<file path="config.mk">
export PLATFORM = sky130hd
export DESIGN_NAME = div_unit
export DESIGN_NICKNAME = d
export VERILOG_FILES = /design/src/rtl/div_unit.sv
export SDC_FILE = /design/constraint.sdc
export NUM_CORES = 1
export LEC_CHECK = 0
export CAP_MARGIN = 20
export CORE_UTILIZATION = 55
export CTS_CLUSTER_SIZE = 24
export DETAILED_ROUTE_END_ITERATION = 10
export PLACE_DENSITY_LB_ADDON = 0.05
export SLEW_MARGIN = 25
export SYNTH_ARGS = -nofsm -noshare
export SYNTH_HDL_FRONTEND = slang
export SYNTH_SLANG_ARGS = --single-unit
</file>
<file path="constraint.sdc">
create_clock -name clk -period 21.4 [get_ports clk]
set_clock_uncertainty 0.2 [all_clocks]
set_input_delay 4.28 -clock clk [delete_from_list [all_inputs] [get_ports clk]]
set_output_delay 4.28 -clock clk [all_outputs]
set_load 0.005 [all_outputs]
</file>
<file path="src/rtl/div_unit.sv">
// Multicycle radix-2 restoring divider (DIV/DIVU) behind a start/busy handshake.
// Optional feature macro: DIV_EARLY_EXIT_EN skips the iteration when the quotient is trivially zero.
module div_unit #(
    parameter int unsigned WIDTH = 32
) (
    input  logic             clk,
    input  logic             rst,
    input  logic             start,
    input  logic             is_signed,
    input  logic [WIDTH-1:0] dividend,
    input  logic [WIDTH-1:0] divisor,
    output logic             busy,
    output logic             done,
    output logic [WIDTH-1:0] lo,
    output logic [WIDTH-1:0] hi
);

    localparam int unsigned CW = $clog2(WIDTH);

    typedef enum logic [1:0] {
        IDLE = 2'd0,
        CALC = 2'd1,
        FIX  = 2'd2
    } state_t;

    state_t           state;
    logic [CW-1:0]    count;
    logic [WIDTH-1:0] rem;
    logic [WIDTH-1:0] quo;
    logic [WIDTH-1:0] dsr;
    logic [WIDTH-1:0] dvd_raw;
    logic             sq;
    logic             sr;
    logic             dz;

    // Operand magnitudes; the most negative value maps onto itself as an unsigned magnitude.
    logic [WIDTH-1:0] dvd_mag_c;
    logic [WIDTH-1:0] dsr_mag_c;
    assign dvd_mag_c = (is_signed && dividend[WIDTH-1]) ? (~dividend + WIDTH'(1)) : dividend;
    assign dsr_mag_c = (is_signed && divisor[WIDTH-1])  ? (~divisor  + WIDTH'(1)) : divisor;

    // One restoring step: shift in the next dividend bit, subtract when it fits.
    logic [WIDTH:0]   shifted_c;
    logic [WIDTH-1:0] diff_c;
    logic             fits_c;
    assign shifted_c = {rem, quo[WIDTH-1]};
    assign fits_c    = (shifted_c >= {1'b0, dsr});
    assign diff_c    = shifted_c[WIDTH-1:0] - dsr;

    always_ff @(posedge clk or posedge rst) begin
        if (rst) begin
            state   <= IDLE;
            count   <= '0;
            rem     <= '0;
            quo     <= '0;
            dsr     <= '0;
            dvd_raw <= '0;
            sq      <= 1'b0;
            sr      <= 1'b0;
            dz      <= 1'b0;
            busy    <= 1'b0;
            done    <= 1'b0;
            lo      <= '0;
            hi      <= '0;
        end else begin
            done <= 1'b0;
            case (state)
                IDLE: begin
                    if (start) begin
                        dsr     <= dsr_mag_c;
                        dvd_raw <= dividend;
                        sq      <= is_signed & (dividend[WIDTH-1] ^ divisor[WIDTH-1]);
                        sr      <= is_signed & dividend[WIDTH-1];
                        dz      <= (divisor == '0);
                        count   <= CW'(WIDTH - 1);
                        busy    <= 1'b1;
`ifdef DIV_EARLY_EXIT_EN
                        if ((divisor == '0) || (dvd_mag_c < dsr_mag_c)) begin
                            rem   <= dvd_mag_c;
                            quo   <= '0;
                            state <= FIX;
                        end else begin
                            rem   <= '0;
                            quo   <= dvd_mag_c;
                            state <= CALC;
                        end
`else
                        rem   <= '0;
                        quo   <= dvd_mag_c;
                        state <= CALC;
`endif
                    end
                end
                CALC: begin
                    if (fits_c) begin
                        rem <= diff_c;
                        quo <= {quo[WIDTH-2:0], 1'b1};
                    end else begin
                        rem <= shifted_c[WIDTH-1:0];
                        quo <= {quo[WIDTH-2:0], 1'b0};
                    end
                    if (count == '0) begin
                        state <= FIX;
                    end else begin
                        count <= count - CW'(1);
                    end
                end
                FIX: begin
                    if (dz) begin
                        lo <= '1;
                        hi <= dvd_raw;
                    end else begin
                        lo <= sq ? (~quo + WIDTH'(1)) : quo;
                        hi <= sr ? (~rem + WIDTH'(1)) : rem;
                    end
                    busy  <= 1'b0;
                    done  <= 1'b1;
                    state <= IDLE;
                end
                default: begin
                    busy  <= 1'b0;
                    state <= IDLE;
                end
            endcase
        end
    end

endmodule

</file>
==> flow_summary_export.csv <==
group,metric,value,unit
layout,nets,1678,
layout,area_delta_synth_final,19.2,%
clock_tree,cts_hold_buf,0,
yosys,syn_avg_cell_area,8.40,µm²
global_route,grt_use_total,26.7,%
timing,relSlewSlack,33.4,%
power_and_ir_drop,p_per_area,156,nW/µm²
clock_tree,clockBufferDepth,3,
run,maxCapViolCount,0,
timing,tns,0,ns
power_and_ir_drop,peakVddDrop,0.0706,mV
global_route,grt_max_degree,139,
drt,via_count,10600,
floorplanning,die-area,23200,µm²
critical_path,worst_setup_path_end_kind,"flip-flop",
yosys,yosysUniqueCellTypes,66,
timing,setup_viol,0,
clock_tree,clk_latency,0.51,ns
clock_tree,cts_max_level,1,
placement,dp_hpwl,21800,µm
yosys,yosys.area.top_type,"dfrtp_1",
timing,finalWorstPathRequiredPeriod,6.89,ns
clock_tree,clk_pin_slew,0.06,ns
placement,gp_congestion,0.901,
worst_hold_path,hp-class,"reg2reg",
status,status,"finished with violations",
timing,hold_viol,0,
yosys,synth-seq-area-share,41.1,%
timing,max_freq,0.145,GHz
drt,drt-initial-drc-count,634,
timing,rsz0062_at_grt,"false",
clock_tree,cts_resized,0,
placement,port-buffer-count,133,
clock_tree,cts_setup_buffers,0,
yosys,async_flop_share,100,%
clock_tree,cts.sinks,204,
layout,drive_gt1_share,4.41,%
critical_path,slowest_delay,0.53,ns
critical_path,crit_required,21.57,ns
drt,drtPass1Iterations,8,
timing,worst_pin_slew,0.999,ns
yosys,syn_nets,1586,
timing,fin_crit_sh,32.2,%
floorplanning,die_y,152,µm
drt,avgViaCountPerCell,5.66,
timing,hold_slack,0.268,ns
global_route,grt_pass1_vias,10200,
power_and_ir_drop,power.leakage,6.36,nW
yosys,ys.flop_type,"dfrtp_1",
global_route,antenna_found_initial,1,
floorplanning,core_area,22000,µm²
global_route,overflow,0,
yosys,synth_seq_cells,204,
yosys,yosys_warnings,0,
yosys,yosysTopAreaCellShare,41.1,%
global_route,grt_pass1_wl,50800,µm
drt,ant_nets,0,
yosys,synth_area,12400,µm²
critical_path,cp_max_fo,5,
floorplanning,rows,54,
drt,wl,30300,µm
drt,wire_per_inst,16.2,µm
clock_tree,root_buffer,"clkbuf_16",
critical_path,worst-setup-path-type,"in2reg",
status,violations,"design-rule violations",
critical_path,critPathLaunchType,"input pin",
drt,drc,22,
critical_path,crit_chain,"clkdlybuf4s50_1 > inv_1 > ha_1 > nand2_1 > or3_1 > nor3_1 > nor3b_1 > nand3_1 > o31ai_1 > xor2_1 > o21ai_0",
critical_path,crit_path_top_delay_cell,"nor3_1",
clock_tree,cts_tree,"yes",
floorplanning,start_util,56.6,%
critical_path,worstPathArrival,7.06,ns
clock_tree,cts_inserted_buffers,24,
floorplanning,die_w,152,µm
floorplanning,io_pins,134,
yosys,synthTopCellsByArea,"dfrtp_1 (41%), nand2_1 (7.3%), o21ai_0 (6.9%), xor2_1 (6.1%), a21oi_1 (5.2%)",
yosys,synth_edf_count,0,
timing,finalMaxSlewViolations,0,
yosys,syn_inst,1479,
[worst max-delay path: cells and delay by family]
| family | cells | cell delay [ns] |
|---|---|---|
| AND/OR/NAND/NOR | 5 | 1.50 |
| buffers and inverters | 2 | 0.58 |
| AO/OA/AOI/OAI | 2 | 0.36 |
| adder cells (fa/ha/maj) | 1 | 0.17 |
| XOR/XNOR | 1 | 0.16 |
[metal layers]
| metal | up-vias | GRT usage, % | wire length [µm] |
|---|---|---|---|
| met4 | 2 | 7.34 | 595 |
| li1 | 5331 | - | - |
| met1 | 4954 | 36.2 | 13800 |
| met5 | - | 0 | 12 |
| met2 | 250 | 45.8 | 14400 |
| met3 | 36 | 2.76 | 1420 |
[cell type report]
| type | count | area (µm²) |
|---|---|---|
| inverter | 54 | 210 |
| fill | 1843 | 7150 |
| sequential | 204 | 5110 |
| antenna | 1 | 2.50 |
| timing repair buffer | 144 | 1470 |
| tap | 280 | 350 |
| clock buffer | 35 | 703 |
| clock inverter | 8 | 125 |
| multi-input combinational | 1143 | 6840 |
[sequential cells by signal (all words and copies together), names as in the netlist]
register / count
quo: 32
state: 2
dsr: 32
count: 5
lo: 32
dvd_raw: 32
sr: 1
done: 1
rem: 32
busy: 1
hi: 32
sq: 1
dz: 1
[power breakdown]
| group | total [W] | leakage (nW) | switching [W] | internal, W |
|---|---|---|---|---|
| combinational | 0.00119 | 3.48 | 0.000666 | 0.000528 |
| sequential | 0.000699 | 2.48 | 0.000170 | 0.000529 |
| clock | 0.000425 | 0.403 | 0.000161 | 0.000264 |
[through the flow]
stage	setup WS [ns]	cell area (µm²)	util (%)	power [W]	cells
finish	14.51	14800	67.5	0.00232	1869
global route	14.22	14800	67.4	0.00253	1868
CTS	14.54	14800	67.3	0.00233	1867
detailed placement	14.02	14000	63.5	0.00189	1824
global placement	14.10	13900	63.3	0.00186	1822
floorplan	11.35	12400	-	0.00160	1479
[cell usage after synthesis, types with 13 or more instances]
| master | count |
|---|---|
| ha_1 | 38 |
| nand3_1 | 19 |
| o21ai_0 | 171 |
| a21o_1 | 16 |
| o31ai_1 | 26 |
| nor3_1 | 20 |
| xnor2_1 | 58 |
| nor2b_1 | 14 |
| dfrtp_1 | 204 |
| nand2_1 | 243 |
| inv_1 | 52 |
| xor2_1 | 87 |
| a22oi_1 | 32 |
| clkbuf_1 | 63 |
| a21oi_1 | 129 |
| nor2_1 | 117 |
| nand2b_1 | 13 |
| mux2i_1 | 15 |
[kinds of logic after synthesis]
group	after synthesis	synth area share [%]
adders and majority gates	39	3.99
xor gates and xnor gates	145	10.2
buffers and inverters	132	4.04
muxes	15	1.21
DFF	204	41.1
and+or+nand+nor	501	18.2
AOI/OAI and AO/OA	443	21.3
[final timing paths]
check / from / endpoint / slack, ns / cells past startpoint
max: dividend[0] / quo[24] / 14.51 / 11
max in group asynchronous: rst / dz / 15.32 / 4
min: lo[0] / lo[0] / 0.27 / 2
max reg2reg: quo[31] / rem[20] / 17.03 / 12
min in group asynchronous: rst / hi[5] / 3.99 / 2
min reg2reg: lo[0] / lo[0] / 0.27 / 2
[layout by cell type, fill, tap and decap left out, drive strengths merged, types with 13 or more instances in the layout]
| master | instances |
|---|---|
| xnor2 | 58 |
| a21oi | 129 |
| clkbuf | 35 |
| nor2b | 14 |
| inv | 53 |
| nand2 | 243 |
| a22oi | 32 |
| nand2b | 15 |
| o21ai | 178 |
| clkdlybuf4s50 | 133 |
| nand3 | 19 |
| xor2 | 87 |
| o31ai | 27 |
| dfrtp | 204 |
| ha | 38 |
| o41ai | 13 |
| a21o | 16 |
| nor2 | 118 |
| mux2i | 15 |
| nor3 | 20 |
Power figures use the tool's default switching activity.
